<file path="src/rtl/csr_seq_pkg.sv">
// Shared definitions for the CSR sequencer: request opcodes, CSR addresses,
// exception codes and the FSM state encoding.
// No logic; imported by csr_seq.
package csr_seq_pkg;

  // WB request opcodes (5-7 reserved: accepted and dropped)
  localparam logic [2:0] OP_RD      = 3'd0;
  localparam logic [2:0] OP_WR      = 3'd1;
  localparam logic [2:0] OP_XCHG    = 3'd2;
  localparam logic [2:0] OP_SYSCALL = 3'd3;
  localparam logic [2:0] OP_ERTN    = 3'd4;

  // CSR addresses
  localparam logic [13:0] CSR_CRMD   = 14'h000;
  localparam logic [13:0] CSR_PRMD   = 14'h001;
  localparam logic [13:0] CSR_ESTAT  = 14'h005;
  localparam logic [13:0] CSR_ERA    = 14'h006;
  localparam logic [13:0] CSR_EENTRY = 14'h00C;

  // ESTAT.Ecode written on syscall entry
  localparam logic [5:0] ECODE_SYS = 6'h0B;

  // FSM states; unused encodings 13-15 fall back to IDLE
  typedef enum logic [3:0] {
    S_IDLE     = 4'd0,
    S_ACC      = 4'd1,
    S_EX_CRMD  = 4'd2,
    S_EX_PRMD  = 4'd3,
    S_EX_ERA   = 4'd4,
    S_EX_ESTAT = 4'd5,
    S_EX_CRMD2 = 4'd6,
    S_EX_EENT  = 4'd7,
    S_ER_PRMD  = 4'd8,
    S_ER_CRMD  = 4'd9,
    S_ER_ERA   = 4'd10,
    S_FLUSH    = 4'd11,
    S_DROP     = 4'd12
  } state_t;

  // PLV/IE field (bits 2:0) of a CRMD/PRMD value, zero-extended
  function automatic logic [31:0] plv_ie(input logic [31:0] v);
    return {29'd0, v[2:0]};
  endfunction

endpackage

</file>
<file path="src/rtl/csr_seq.sv">
// CSR sequencer: sole driver of the single-port CSR file; turns one WB request
//   (csrrd/csrwr/csrxchg/syscall/ertn) into ordered CSR accesses, a response or a flush.
// Latency: RD/WR/XCHG resp 1 cycle after accept; SYSCALL flush at +7, ERTN flush at +4.
// Backpressure: req_ready high only in IDLE; WB holds its request, nothing is queued.
// Ports: clk/rst (async active-low); req_* from WB; resp_* to WB; csr_* to/from
//   the CSR file (csr_rvalue is combinational); flush/flush_target redirect the pipeline.
module csr_seq
  import csr_seq_pkg::*;
(
  input  logic        clk,
  input  logic        rst,
  input  logic        req_valid,
  output logic        req_ready,
  input  logic [2:0]  req_op,
  input  logic [13:0] req_num,
  input  logic [31:0] req_wdata,
  input  logic [31:0] req_wmask,
  input  logic [31:0] req_pc,
  output logic        resp_valid,
  output logic [31:0] resp_rdata,
  output logic        csr_re,
  output logic        csr_we,
  output logic [13:0] csr_num,
  output logic [31:0] csr_wmask,
  output logic [31:0] csr_wvalue,
  input  logic [31:0] csr_rvalue,
  output logic        flush,
  output logic [31:0] flush_target
);

  state_t      state, state_nxt;
  logic [2:0]  op_q;
  logic [13:0] num_q;
  logic [31:0] wdata_q;
  logic [31:0] wmask_q;
  logic [31:0] pc_q;
  logic [31:0] tmp_q;

  logic accept;
  assign accept = (state == S_IDLE) && req_valid;

  // Next-state decode
  always_comb begin
    state_nxt = S_IDLE;
    case (state)
      S_IDLE: begin
        state_nxt = S_IDLE;
        if (req_valid) begin
          case (req_op)
            OP_RD, OP_WR, OP_XCHG: state_nxt = S_ACC;
            OP_SYSCALL:            state_nxt = S_EX_CRMD;
            OP_ERTN:               state_nxt = S_ER_PRMD;
            default:               state_nxt = S_DROP;
          endcase
        end
      end
      S_EX_CRMD:  state_nxt = S_EX_PRMD;
      S_EX_PRMD:  state_nxt = S_EX_ERA;
      S_EX_ERA:   state_nxt = S_EX_ESTAT;
      S_EX_ESTAT: state_nxt = S_EX_CRMD2;
      S_EX_CRMD2: state_nxt = S_EX_EENT;
      S_EX_EENT:  state_nxt = S_FLUSH;
      S_ER_PRMD:  state_nxt = S_ER_CRMD;
      S_ER_CRMD:  state_nxt = S_ER_ERA;
      S_ER_ERA:   state_nxt = S_FLUSH;
      default:    state_nxt = S_IDLE;  // ACC, FLUSH, DROP, illegal encodings
    endcase
  end

  // State register and datapath (latched request, scratch tmp)
  always_ff @(posedge clk or negedge rst) begin
    if (!rst) begin
      state   <= S_IDLE;
      op_q    <= 3'd0;
      num_q   <= 14'd0;
      wdata_q <= 32'd0;
      wmask_q <= 32'd0;
      pc_q    <= 32'd0;
      tmp_q   <= 32'd0;
    end else begin
      state <= state_nxt;
      if (accept) begin
        op_q    <= req_op;
        num_q   <= req_num;
        wdata_q <= req_wdata;
        wmask_q <= req_wmask;
        pc_q    <= req_pc;
      end
      // tmp carries a read result into the following state(s)
      case (state)
        S_EX_CRMD, S_EX_EENT, S_ER_PRMD, S_ER_ERA: tmp_q <= csr_rvalue;
        default: ;
      endcase
    end
  end

  // Outputs decode registered state/fields only; no req_* feeds them.
  always_comb begin
    req_ready    = (state == S_IDLE);
    resp_valid   = 1'b0;
    resp_rdata   = 32'd0;
    csr_re       = 1'b0;
    csr_we       = 1'b0;
    csr_num      = 14'd0;
    csr_wmask    = 32'd0;
    csr_wvalue   = 32'd0;
    flush        = 1'b0;
    flush_target = 32'd0;
    case (state)
      S_ACC: begin
        csr_re     = 1'b1;
        csr_we     = (op_q != OP_RD);
        csr_num    = num_q;
        csr_wmask  = (op_q == OP_WR) ? '1 : wmask_q;
        csr_wvalue = wdata_q;
        resp_valid = 1'b1;
        resp_rdata = csr_rvalue;
      end
      S_EX_CRMD: begin
        csr_re  = 1'b1;
        csr_num = CSR_CRMD;
      end
      S_EX_PRMD: begin
        csr_we     = 1'b1;
        csr_num    = CSR_PRMD;
        csr_wmask  = 32'h0000_0007;
        csr_wvalue = plv_ie(tmp_q);
      end
      S_EX_ERA: begin
        csr_we     = 1'b1;
        csr_num    = CSR_ERA;
        csr_wmask  = '1;
        csr_wvalue = pc_q;
      end
      S_EX_ESTAT: begin
        // Ecode in [21:16], EsubCode [30:22] cleared
        csr_we     = 1'b1;
        csr_num    = CSR_ESTAT;
        csr_wmask  = 32'h7FFF_0000;
        csr_wvalue = {10'd0, ECODE_SYS, 16'd0};
      end
      S_EX_CRMD2: begin
        // PLV0, interrupts disabled
        csr_we     = 1'b1;
        csr_num    = CSR_CRMD;
        csr_wmask  = 32'h0000_0007;
        csr_wvalue = 32'd0;
      end
      S_EX_EENT: begin
        csr_re  = 1'b1;
        csr_num = CSR_EENTRY;
      end
      S_ER_PRMD: begin
        csr_re  = 1'b1;
        csr_num = CSR_PRMD;
      end
      S_ER_CRMD: begin
        csr_we     = 1'b1;
        csr_num    = CSR_CRMD;
        csr_wmask  = 32'h0000_0007;
        csr_wvalue = plv_ie(tmp_q);
      end
      S_ER_ERA: begin
        csr_re  = 1'b1;
        csr_num = CSR_ERA;
      end
      S_FLUSH: begin
        flush        = 1'b1;
        flush_target = tmp_q;
      end
      default: ;
    endcase
  end

endmodule

</file>
<file path="config.mk">
export PLATFORM = sky130hd
export DESIGN_NAME = csr_seq
export DESIGN_NICKNAME = d
export VERILOG_FILES = /design/src/rtl/csr_seq_pkg.sv /design/src/rtl/csr_seq.sv
export SDC_FILE = /design/constraint.sdc
export NUM_CORES = 1
export LEC_CHECK = 0
export BUFFER_PORTS_ARGS = -buffer_cell sky130_fd_sc_hd__buf_2
export CAP_MARGIN = 20
export CORE_MARGIN = 2
export CORE_UTILIZATION = 44
export CTS_CLUSTER_DIAMETER = 200
export DETAILED_ROUTE_END_ITERATION = 8
export PLACE_DENSITY = 0.79
export SYNTH_ARGS = -nofsm -noshare
export SYNTH_HDL_FRONTEND = slang
export SYNTH_SLANG_ARGS = --single-unit
</file>
<file path="constraint.sdc">
create_clock -name clk -period 1.7 [get_ports clk]
set_input_delay 0.255 -clock clk [delete_from_list [all_inputs] [get_ports clk]]
set_output_delay 0.255 -clock clk [all_outputs]
set_load 0.01 [all_outputs]
</file>
# [Word-level counts from Yosys, hierarchy flattened]
# Index checks and enable logic that the tools add are counted.
[classes] n_reduce_logical=13 mux=13 eq_ne=16
[ops] operator="32-bit case mux with 4 select lines" n=2
[ops] operator="32-bit two-way mux" n=3
[ops] operator="14-bit case mux with 5 select lines" n=1
[ops] operator="4-bit case mux with 9 select lines" n=1
[ops] operator="4-bit by 3-bit equality test with 1-bit output (second input constant)" n=4
[ops] operator="4-bit equality test (second input constant)" n=4
[ops] operator="4-bit case mux with 3 select lines" n=1
[ops] operator="5-bit OR reduction" n=2
[ops] operator="4-bit by 2-bit equality test with 1-bit output (second input constant)" n=2
[ops] operator="2-bit OR reduction" n=4
[ops] operator="3-bit by 1-bit equality test with 1-bit output (second input constant)" n=2
[ops] operator="3-bit by 2-bit equality test with 1-bit output (second input constant)" n=2
[ops] operator="3-bit OR reduction" n=2
[ops] operator="4-bit by 1-bit equality test with 1-bit output (second input constant)" n=1
[ops] operator="4-bit logical NOT" n=1
[ops] operator="4-bit two-way mux" n=1
[ops] operator="4-bit OR reduction" n=1
[ops] operator="3-bit equality test (second input constant)" n=1
[ops] operator="3-bit logical NOT" n=1
[ops] operator="1-bit two-way mux" n=3
[ops] operator="3-bit nonzero test" n=1
[ops] operator="1-bit case mux with 2 select lines" n=1
[ops] operator="1-bit logical AND" n=1
[word_totals] reg_bits=149 elab_cells=49 in_bits=148 out_inout_bits=147

# [Depth between registers and ports, before layout]
# Gate-level depths: netlist of run 1.
[logic_depth] ltp_word=5 ltp_mapped=6 depth_no_buf=3

# [Worst setup path before layout of run 1]
# Ideal clock, no wire load.
[synth_path] kind="register to output" from="register state[3]" to="output port csr_wvalue[13]" required_ns=1.445 path_stages_with_launch=6 path_buffers=3 path_slack_ns=-0.062 arrival_ns=1.507 cell_sequence="dfrtp_1 > buf_2 > nor4b_1 > buf_2 > buf_2 > a22o_1"
[synth_via] elab_chain_len=3 elab_cells_between_ends=7 classes_between="eq/ne (5); mux (1); reduce/logical (1)"
[synth_lines] item="start, declared" line_no="csr_seq.sv:31" source="state_t state, state_nxt;"
[synth_lines] item="start signal, assigned" line_no="csr_seq.sv:81" source="state <= state_nxt;"
[synth_lines] item="4-bit equality test / 4-bit by 2-bit equality test with 1-bit output (equally long branches)" line_no="csr_seq.sv:109" source="case (state)"
[synth_lines] item="2-bit OR reduction (no line)"
[synth_lines] item="32-bit case mux with 4 select lines *" line_no="csr_seq.sv:109"
[synth_lines] item="end, declared" line_no="csr_seq.sv:25" source="output logic [31:0] csr_wvalue,"
# Every way passes the cells marked *; elsewhere a longest branch is shown, timed or not.

# [Worst setup path in the final report of run 1]
[layout_path] from="register state[1]" to="output port csr_we"
[layout_via] elab_chain_len=3 elab_cells_between_ends=8 classes_between="eq/ne (6); mux (1); reduce/logical (1)"
[layout_lines] item="4-bit equality test, or another cell as far along" line_no="csr_seq.sv:109"
[layout_lines] item="5-bit OR reduction (no line)"
[layout_lines] item="1-bit case mux with 2 select lines *" line_no="csr_seq.sv:109"
[layout_lines] item="end, declared" line_no="csr_seq.sv:22" source="output logic csr_we,"
# Marks and branches as above.

==> metrics, run 1 <==
Final Util a little over two thirds; Final setup viols 293; largest net degree at the start of global routing 56; Relative slew margins just over 60%; status complete, but fails checks; Syn-to-layout area delta 54.7%; layout cells sized above 1 approximately two thirds; routed vias about 6k; post-synth top area share about half; Cell Rows 46; Pwr Density 1980 nW/um^2; worst vdd ir approximately 900 uV; Antenna Violating Nets Remaining 0; Die Footprint 17400 um^2; Fillers between 1k and 1.5k; Final Max Tran Viols 0; CP endpoint kind primary output; Leak 5.79 nW; starting density of the core 45.3%; Seq/Total Area, Yosys between 50% and 60%; worst setup path category flip-flop to primary output; Fin. Hold Viols 0; Via density around 5.2; Routability Congestion 0.807; Worst Tran Pin Value 0.566 ns; Yosys top cell by area dfrtp_1; Avg Synthesized Cell Area 12.4 um^2; core area 15900 um^2; TritonCTS Buffers 17; Post-synth EDFFs 0; dpl hpwl 13600 um; Root Driver clkbuf_16; vias in the first global route 6109; Reg clk slew, reported paths 0.06 ns; Placement Cell Area 9250 um^2; first-pass GRT wire length 32000 um; min Tclk post-route approximately 2.2 ns; setup_tns -79.84 ns; CTS tree yes; critical path's slowest cell dfrtp_2; gr usage total 23.6%; # DRC 0; top cells by area, synth dfrtp_1 (52%), mux2_2 (17%), mux2_4 (7.7%); Die H 132 um; Critical Path RT ~1.4 ns; CP Cell Sequence buf_4 > buf_6 > or2_4 > o41ai_4 > a21oi_2 > buf_2; antenna violations before repair 2; post-route insts no fill between 1k and 1.5k; Synth top cells by count dfrtp_1 (149), mux2_2 (108), and2_1 (74); clk buf depth 2; post-DR wirelength/cell ~19 um; final worst path period share 128%; asr flop ratio synth 100%; setup slack after layout -0.469 ns; io pins between 200 and 300; final WL 22500 um; synthesized cell area between 7000 and 8000 um^2; failing checks negative setup slack; top_reg_cell synth dfrtp_1; Placed Instances 1093; clock skew 0.00869 ns; most common cell in the synthesized netlist dfrtp_1; syn nets between 700 and 800; delay-heaviest family, CP flip-flops; DRT iter0 DRCs 221; Hold Crit Class input port to flip-flop; global route overflow 0; RSZ-0062 raised after global routing true; drt first pass iters 4; YS warnings 0; flops & latches, synth between 100 and 150; number of max-cap violations 0; fmax 0.461 GHz; worst-skew pair later-pin latency 0.42 ns; Num Clock Sinks 149; CP Buf/Inv Count 3; WP data arrival 1.91 ns; CP Launch Type flip-flop; Crit path largest cell delay 0.45 ns; H-tree depth 4; Final Cell Area 11200 um^2; Die Wd 132 um; Crit Path Max Fanout 5; Final nets roughly 1.1k; Syn Inst Count 584; number of port buffers a little under 300; Netlist cell types 43; Power Total about 22 mW
-- sequential cells by signal (all words and copies together), names as in the netlist --
signal   flops
wdata_q     32
num_q       14
op_q         3
pc_q        32
state        4
tmp_q       32
wmask_q     32
-- cell type report --
class | instances | area (um^2) | area share (%)
flip-flops and latches | 149 | 3730 | 33.4
repair buffers | 378 | 2820 | 25.3
diodes | 2 | 5.00 | 0.0448
clock inverters | 14 | 225 | 2.02
multi-input cells | 385 | 3660 | 32.8
clock buffers | 18 | 429 | 3.84
well taps | 216 | 270 | 2.42
inverters | 3 | 23.8 | 0.213
-- per-layer routing --
layer	share of wire (%)	GRT usage (%)	vias to the layer above
li1	-	-	2761
met1	41	27.9	3012
met2	52	41.7	235
met3	5.3	5.65	41
met4	2.3	8.45	0
met5	0	0	-
-- final timing paths --
check / startpoint / endpoint / slack (ns) / cells after the start
worst max-delay path: state[1]$_DFF_PN0_ / csr_we / -0.47 / 6
worst min-delay path: req_pc[9] / pc_q[9]$_DFFE_PN0P_ / 0.07 / 2
worst max register to register: state[1]$_DFF_PN0_ / tmp_q[21]$_DFFE_PN0P_ / -0.42 / 7
worst min register to register: tmp_q[13]$_DFFE_PN0P_ / tmp_q[13]$_DFFE_PN0P_ / 0.50 / 1
max in group asynchronous: rst / num_q[11]$_DFFE_PN0P_ / 0.68 / 3
min in group asynchronous: rst / wmask_q[23]$_DFFE_PN0P_ / 0.36 / 2
-- worst register-to-register path, cell delays in order (launching register included) --
cell and delay, ns:
dfrtp_2 0.45, buf_4 0.16, buf_6 0.12, or2_4 0.26, buf_4 0.15, a21boi_4 0.26
clkbuf_16 0.27, mux2_2 0.34
-- power breakdown --
group / total (mW) / switching (mW) / internal, mW
Sequential: 6.63 / 1.22 / 5.41
Combinational: 11.3 / 4.82 / 6.46
Clock: 4.19 / 1.56 / 2.63
-- placed cells by master, fill, tap and decap left out, types with 4 or more instances in the layout --
cell and count:
a22o_1 26, and2_1 49, and2_4 25, buf_12 14, buf_16 4, buf_2 261, buf_4 36, buf_6 51
bufinv_16 5, clkbuf_16 24, dfrtp_1 145, dfrtp_2 4, mux2_2 83, mux2_4 62, nand2_1 39, nand2_4 4
nor2_1 5, o21ai_1 18, o21ai_2 19
-- what timing repair did --
item,4_1_cts,5_1_grt
gates resized for setup,130,94
pin swaps,25,23
setup endpoints to repair,214,295
cloned,7,7
hold buffers,1,0
hold endpoints to repair,50,0
buffers inserted,18,8
-- logic make-up (layout without fill, tap and decap cells) --
logic type / after synthesis / after routing / share of synthesized area [%]
mux: 146 / 146 / 24.7
compound gates: 92 / 92 / 8.53
buf+inv: 50 / 413 / 3.59
simple gates: 145 / 145 / 11.3
flops: 149 / 149 / 51.7
other cells: 0 / 2 / 0
xor+xnor: 2 / 2 / 0.243
-- metrics by stage --
stage / hold slack [ns] / worst slack (ns)
2_1_floorplan: -0.0406 / -0.0235
3_3_place_gp: 0.249 / -0.0865
3_5_place_dp: 0.260 / -0.133
4_1_cts: 0.0500 / -0.423
5_1_grt: 0.0511 / -0.544
6_report: 0.0678 / -0.469
Note: power is estimated with default switching activity, not from simulation.
==> inputs of run 2 (changes only) <==
--- a/config.mk
+++ b/config.mk
@@ -8,10 +8,11 @@
 export BUFFER_PORTS_ARGS = -buffer_cell sky130_fd_sc_hd__buf_2
 export CAP_MARGIN = 20
 export CORE_MARGIN = 2
-export CORE_UTILIZATION = 44
+export CORE_UTILIZATION = 45
+export CTS_BUF_LIST = sky130_fd_sc_hd__clkbuf_2
 export CTS_CLUSTER_DIAMETER = 200
 export DETAILED_ROUTE_END_ITERATION = 8
-export PLACE_DENSITY = 0.79
+export PLACE_DENSITY = 0.8
 export SYNTH_ARGS = -nofsm -noshare
 export SYNTH_HDL_FRONTEND = slang
 export SYNTH_SLANG_ARGS = --single-unit
==> run 2 against run 1 <==
The flow still finishes with violations (negative setup slack). Sequential power grew 2%. Sequential share of layout area shrank 4.6 points. Critical endpoint is now csr_wmask[13]. Setup slack lost 0.40 ns. Final cell count grew 15%. Register-to-register slack lost 0.20 ns. Final area grew 16%. Worst hold slack gained 0.085 ns. Die area shrank 2.2%. Non-clock buffer count grew 180. Count of clock-buffer cells in the layout grew 1. Total power grew 0.55%. Highest routed layer unchanged.
==> metrics, run 2 (synthesized netlist as in run 1, its figures left out) <==
H-tree depth 4 (unchanged); clock skew 0.0328 ns (was 0.00869 ns); drt first pass iters 4 (unchanged); Final Max Tran Viols 0 (unchanged); global route overflow 0 (unchanged); worst-skew pair later-pin latency 0.72 ns (was 0.42 ns); antenna violations before repair 2 (unchanged); Reg2Reg Setup Slack -0.62 ns (was -0.42 ns); critical path's slowest cell dfrtp_2 (unchanged); most frequent cells in the layout buf_2 (262), dlygate4sd3_1 (148), dfrtp_1 (144) (was buf_2 (261), dfrtp_1 (145), mux2_2 (83)); Die H 131 um (was 132 um); Final nets 1264 (was 1082); Fin. Hold Viols 0 (unchanged); Via density 5.48 (was 5.19); status complete, but fails checks (unchanged); core area 15800 um^2 (was 15900 um^2); Relative slew margins 65.1% (was 62.2%); Routability Congestion 0.825 (was 0.807); Cell Rows 46 (unchanged); clk buf depth 2 (unchanged); CP Launch Type flip-flop (unchanged); Final setup viols 295 (was 293); worst vdd ir 992 uV (was 885 uV); vias in the first global route 7331 (was 6109); Num Clock Sinks 149 (unchanged); CP endpoint kind primary output (unchanged); Root Driver clkbuf_2 (was clkbuf_16); WP data arrival 2.32 ns (was 1.91 ns); final hold slack 0.153 ns (was 0.0678 ns); RSZ-0062 raised after global routing true (unchanged); setup_tns -180.66 ns (was -79.84 ns); reg2reg start state[3]$_DFF_PN0_ (was state[1]$_DFF_PN0_); Leak 6.59 nW (was 5.79 nW); Hold Crit Class input port to async pin (was input port to flip-flop); dpl hpwl 13900 um (was 13600 um); post-DR wirelength/cell 22.9 um (was 19.3 um); layout cells sized above 1 60.3% (was 66.7%); failing checks negative setup slack (unchanged); worst reg2reg path endpoint wmask_q[4]$_DFFE_PN0P_ (was tmp_q[21]$_DFFE_PN0P_); min Tclk post-route 2.57 ns (was 2.17 ns); worst setup path category flip-flop to primary output (unchanged); Die Footprint 17100 um^2 (was 17400 um^2); r2r worst-path depth 11 (was 7); # DRC 0 (unchanged); most common cell after layout, fill and taps aside buf_2 (unchanged); io pins 295 (unchanged); DP Worst Slack -0.0842 ns (was -0.133 ns); TritonCTS Buffers 17 (unchanged); fmax 0.389 GHz (was 0.461 GHz); Critical Path RT 1.44 ns (about the same); number of max-cap violations 0 (unchanged); gr usage total 30.0% (was 23.6%); number of port buffers 294 (unchanged); Crit Path Max Fanout 5 (unchanged); Pwr Density 1710 nW/um^2 (was 1980 nW/um^2); CTS tree yes (unchanged); final WL 30900 um (was 22500 um); DRT iter0 DRCs 343 (was 221); Antenna Violating Nets Remaining 0 (unchanged); Syn-to-layout area delta 79.7% (was 54.7%); Top cell by count, worst path buf_6; final worst path period share 151% (was 128%); largest net degree at the start of global routing 33 (was 56); Worst Tran Pin Value 0.522 ns (was 0.566 ns); first-pass GRT wire length 38600 um (was 32000 um); Die Wd 131 um (was 132 um); setup slack after layout -0.872 ns (was -0.469 ns); starting density of the core 45.8% (was 45.3%); Reg clk slew, reported paths 0.24 ns (was 0.06 ns); CP Cell Sequence nor4b_4 > buf_6 > buf_6 > buf_6 > o21ai_1 > nand2_1 > buf_2 (was buf_4 > buf_6 > or2_4 > o41ai_4 > a21oi_2 > buf_2); Crit path largest cell delay 0.51 ns (was 0.45 ns); routed vias 7377 (was 6049)
## run 2: cell types whose count changed in the layout (fill, tap and decap cells not counted), moves of 8 or more
cell,previous run,this run
clkbuf_2,0,19
buf_12,14,22
buf_6,51,61
buf_8,2,10
clkbuf_16,24,16
dlygate4sd3_1,1,148
## run 2: layout make-up
class / count / area (um^2)
Fill cell: 825 / 2800
Sequential cell: 149 / 3730
Clock inverter: 11 / 88.8
Antenna cell: 2 / 5.00
Clock buffer: 19 / 95.1
Tap cell: 216 / 270
Multi-Input combinational cell: 387 / 3830
Timing Repair Buffer: 558 / 4920
Inverter: 3 / 16.3
## run 2: how the worst max path moves through the flow
stage                       startpoint                     end  slack (ns)  cells after the start
floorplan           state[2]$_DFF_PN0_  wdata_q[0]$_DFFE_PN0P_       -0.02                      6
global placement    state[3]$_DFF_PN0_           csr_wvalue[2]       -0.03                      6
detailed placement  state[3]$_DFF_PN0_           csr_wvalue[2]       -0.08                      6
CTS                 state[3]$_DFF_PN0_          resp_rdata[21]       -0.84                      6
global route        state[1]$_DFF_PN0_           csr_wmask[13]       -1.03                      7
finish              state[1]$_DFF_PN0_           csr_wmask[13]       -0.87                      7
## run 2: critical path, delay by kind of cell, from the launching register on
kind / cells / cell delay, ns
buf+inv: 4 / 0.59
simple gates: 2 / 0.39
flops: 1 / 0.51
compound gates: 1 / 0.10
## run 2: where the power goes
| group | switching (mW) | internal, mW | total, mW | leakage (nW) |
|---|---|---|---|---|
| clock network | 1.33 | 0.501 | 1.84 | 0.116 |
| registers | 1.42 | 5.37 | 6.79 | 1.76 |
| logic | 5.92 | 7.69 | 13.6 | 4.71 |
## run 2: metal layers
metal  share of wire (%)  track usage (%)
met1                  35             31.9
met3                 6.9             7.53
met4                 5.7             14.3
met5                   0                0
met2                  52             55.6
## run 2: through the flow
step	area [um^2]	total power [mW]	utilization (%)	instances
finish	13000	22.2	82.2	1345
detailed placement	9320	15.1	59.1	1100
floorplan	7240	11.8	-	584
CTS	11900	18.9	75.2	1310
global placement	9320	14.8	59.1	1100
global route	13000	23.1	82.2	1345
## run 2: what timing repair did
item / in CTS / in global routing
buffers inserted: 17 / 18
gates resized for setup: 133 / 166
endpoints found under the setup margin: 275 / 295
cloned: 14 / 19
hold endpoints to repair: 298 / 0
hold buffers: 149 / 0
pin swaps: 43 / 56
==> inputs of run 3 (changes only) <==
--- a/config.mk
+++ b/config.mk
@@ -5,6 +5,7 @@
 export SDC_FILE = /design/constraint.sdc
 export NUM_CORES = 1
 export LEC_CHECK = 0
+export ABC_AREA = 1
 export BUFFER_PORTS_ARGS = -buffer_cell sky130_fd_sc_hd__buf_2
 export CAP_MARGIN = 20
 export CORE_MARGIN = 2
==> run 3 against run 2 <==
The run still ends with negative setup slack left. Total power shrank 9.0%. Setup slack gained 0.10 ns. Wire length grew 2.0%. Worst hold slack gained 0.094 ns. Final area shrank 3.3%. Global-route usage grew 0.56 points. Critical path type unchanged. Sequential cell count is the same. Clock power grew 16%. Critical path depth grew 1. Sequential power shrank 4.7%. Via count grew 24%. Fmax grew 4.3%.
==> metrics, run 3 <==
Pwr Density 1610 nW/um^2 (was 1710 nW/um^2); Die H 131 um (about the same); Crit path largest cell delay 0.47 ns (was 0.51 ns); most frequent cells in the layout nand2_1 (472), buf_2 (252), dlygate4sd3_1 (148), dfrtp_1 (148), inv_1 (79) (was buf_2 (262), dlygate4sd3_1 (148), dfrtp_1 (144)); Critical Path RT 1.44 ns (about the same); worst-skew pair later-pin latency 0.73 ns (was 0.72 ns); hold depth 4; worst reg2reg path endpoint pc_q[29]$_DFFE_PN0P_ (was wmask_q[4]$_DFFE_PN0P_); starting density of the core 45.7% (was 45.8%); WP data arrival 2.21 ns (was 2.32 ns); r2r worst-path depth 10 (was 11); gr usage total 30.6% (was 30.0%); clock skew 0.0338 ns (was 0.0328 ns); # DRC 0 (unchanged); Reg2Reg Setup Slack -0.14 ns (was -0.62 ns); Post-synth EDFFs 0 (unchanged); CP Launch Type flip-flop (unchanged); Final setup viols 259 (was 295); most common cell in the synthesized netlist nand2_1 (was dfrtp_1); Clk pwr share 10.5% (was 8.3%); vias in the first global route 8268 (was 7331); Relative slew margins 68.5% (was 65.1%); min Tclk post-route 2.47 ns (was 2.57 ns); DRT iter0 DRCs 813 (was 343); top cells by area, synth dfrtp_1 (52%), nand2_1 (28%), nor2_1 (4.5%) (was dfrtp_1 (52%), mux2_2 (17%), mux2_4 (7.7%)); Synth Area in Adders 0% (unchanged); Yosys top cell by area dfrtp_1 (unchanged); mux contribution to synthesized area 0% (was 24.7%); io pins 295 (unchanged); final worst path period share 145% (was 151%); routed vias 9170 (was 7377); worst vdd ir 1050 uV (was 992 uV); fmax 0.405 GHz (was 0.389 GHz); setup slack after layout -0.767 ns (was -0.872 ns); DP Worst Slack -0.0560 ns (was -0.0842 ns); simple-gate share of the synthesized area 36.2% (was 11.3%); antenna violations before repair 1 (was 2); Antenna Violating Nets Remaining 0 (unchanged); Comb power frac 57.5% (was 61.2%); Die Wd 131 um (about the same); Synth top cells by count nand2_1 (531), dfrtp_1 (149), nor2_1 (87) (was dfrtp_1 (149), mux2_2 (108), and2_1 (74)); asr flop ratio synth 100% (unchanged); Worst Tran Pin Value 0.472 ns (was 0.522 ns); Avg Synthesized Cell Area 7.09 um^2 (was 12.4 um^2); Num Clock Sinks 149 (unchanged); YS warnings 0 (unchanged); TritonCTS Buffers 17 (unchanged); Synth Area in Compound Gates 3.66% (was 8.53%); largest net degree at the start of global routing 81 (was 33); Routability Congestion 0.939 (was 0.825); Crit Path Max Fanout 5 (unchanged); critical path's slowest cell dfrtp_1 (was dfrtp_2); layout cells sized above 1 37.4% (was 60.3%); Int Power 11.0 mW (was 13.6 mW); global route overflow 0 (unchanged); hold path start req_pc[23]; post-DR wirelength/cell 18.1 um (was 22.9 um); Root Driver clkbuf_2 (unchanged); CTS tree yes (unchanged); clk buf depth 2 (unchanged); syn nets 1165 (was 732); RSZ-0062 raised after global routing true (unchanged); flops & latches, synth 149 (unchanged); Die Footprint 17100 um^2 (about the same); dpl hpwl 14700 um (was 13900 um); Seq/Total Area, Yosys 51.7% (about the same); main combinational cell family by area after synthesis simple AND/OR/NAND/NOR gates (was multiplexers); sequential power share 32.0% (was 30.5%); Leak 7.16 nW (was 6.59 nW); Final Max Tran Viols 0 (unchanged); failing checks negative setup slack (unchanged); CP Cell Sequence inv_2 > nand2_4 > nor2_4 > buf_6 > clkbuf_16 > nand2_2 > nand4_1 > buf_2 (was nor4b_4 > buf_6 > buf_6 > buf_6 > o21ai_1 > nand2_1 > buf_2); Cell Rows 46 (unchanged); final WL 31500 um (was 30900 um); number of port buffers 294 (unchanged); Netlist cell types 20 (was 43); first-pass GRT wire length 40500 um (was 38600 um); synthesized cell area 7210 um^2 (was 7220 um^2); top_reg_cell synth dfrtp_1 (unchanged); Power Total 20.2 mW (was 22.2 mW); post-synth top area share 51.7% (about the same); reg2reg start state[0]$_DFF_PN0_ (was state[3]$_DFF_PN0_); worst setup path category flip-flop to primary output (unchanged); Switching Share 45.5% (was 39.0%); Reg clk slew, reported paths 0.25 ns (was 0.24 ns); Hold Crit Class input port to flip-flop (was input port to async pin); CP endpoint kind primary output (unchanged); Fin. Hold Viols 0 (unchanged); worst hold endpoint pc_q[23]$_DFFE_PN0P_; Final nets 1655 (was 1264); core area 15800 um^2 (unchanged); XOR/XNOR Fraction of Synth Area 0% (was 0.243%); setup_tns -106.86 ns (was -180.66 ns); Via density 5.28 (was 5.48); number of max-cap violations 0 (unchanged); status complete, but fails checks (unchanged); H-tree depth 4 (unchanged); drt first pass iters 8 (was 4); P_sw 9.21 mW (was 8.67 mW); Syn-to-layout area delta 73.8% (was 79.7%); most common cell after layout, fill and taps aside nand2_1 (was buf_2); Syn Inst Count 1017 (was 584)
run 3: cell count changes after synthesis, sizes merged, moves of 9 or more:
cell / previous run / this run
inv: 3 / 88
buf: 27 / 37
nand3: 2 / 42
nand2: 45 / 533
and2: 74 / 0
a22o: 26 / 0
mux2: 145 / 0
o21ai: 41 / 50
nor2: 7 / 91
run 3: final cells by class:
type	count	area (um^2)
Timing Repair Buffer	523	4350
Fill cell	920	3230
Inverter	89	369
Timing Repair inverter	3	61.3
Antenna cell	2	5.00
Clock inverter	15	163
Sequential cell	149	3730
Multi-Input combinational cell	724	3500
Clock buffer	17	85.1
Tap cell	216	270
run 3: worst max path at each step:
stage          cells past startpoint               start               end  slack (ns)
2_1_floorplan                      7  state[3]$_DFF_PN0_  flush_target[10]        0.12
3_3_place_gp                       9  state[1]$_DFF_PN0_      csr_wmask[2]       -0.09
3_5_place_dp                       9  state[1]$_DFF_PN0_      csr_wmask[2]       -0.06
4_1_cts                            8  state[3]$_DFF_PN0_        csr_num[0]       -0.70
5_1_grt                            8  state[2]$_DFF_PN0_            csr_re       -0.89
6_report                           8  state[2]$_DFF_PN0_        csr_num[2]       -0.77
run 3: power groups by stage:
stage | logic [mW] | registers [mW] | clock network, mW
floorplan | 4.93 | 5.96 | 0
global placement | 7.83 | 6.10 | 0
detailed placement | 7.98 | 6.18 | 0
CTS | 9.10 | 6.12 | 2.15
global route | 12.5 | 6.60 | 2.35
finish | 11.6 | 6.47 | 2.13
run 3: worst max-delay path, delay by kind of cell (launching register included):
kind | cells | cell delay [ns]
DFF | 1 | 0.47
buffers and inverters | 4 | 0.63
and+or+nand+nor | 4 | 0.39
run 3: logic make-up after synthesis:
logic type | after synthesis
compound gates | 52
buf+inv | 144
flops | 149
simple gates | 672
run 3: metal layers:
| metal | GRT usage, % | part of all wire [%] |
|---|---|---|
| met5 | 0 | 0 |
| met2 | 52.5 | 50 |
| met4 | 14.1 | 5.1 |
| met3 | 7.33 | 9.7 |
| met1 | 36.6 | 35 |
run 3: repair_timing:
item                                    4_1_cts  5_1_grt
hold buffers                                148        0
pin swaps                                     3       32
resized for setup                            84      221
setup buffers                                14       12
endpoints found under the setup margin      147      170
gates cloned                                  4       17
endpoints found under the hold margin       298        0
run 3: through the flow:
stage / std cells / cell area (um^2) / util (%) / hold WS (ns)
3_5_place_dp: 1511 / 9170 / 58.2 / 0.211
5_1_grt: 1737 / 12500 / 79.5 / 0.158
3_3_place_gp: 1511 / 9170 / 58.2 / 0.215
4_1_cts: 1709 / 11300 / 71.7 / 0.170
6_report: 1738 / 12500 / 79.5 / 0.247
2_1_floorplan: 1017 / 7210 / - / -0.0406
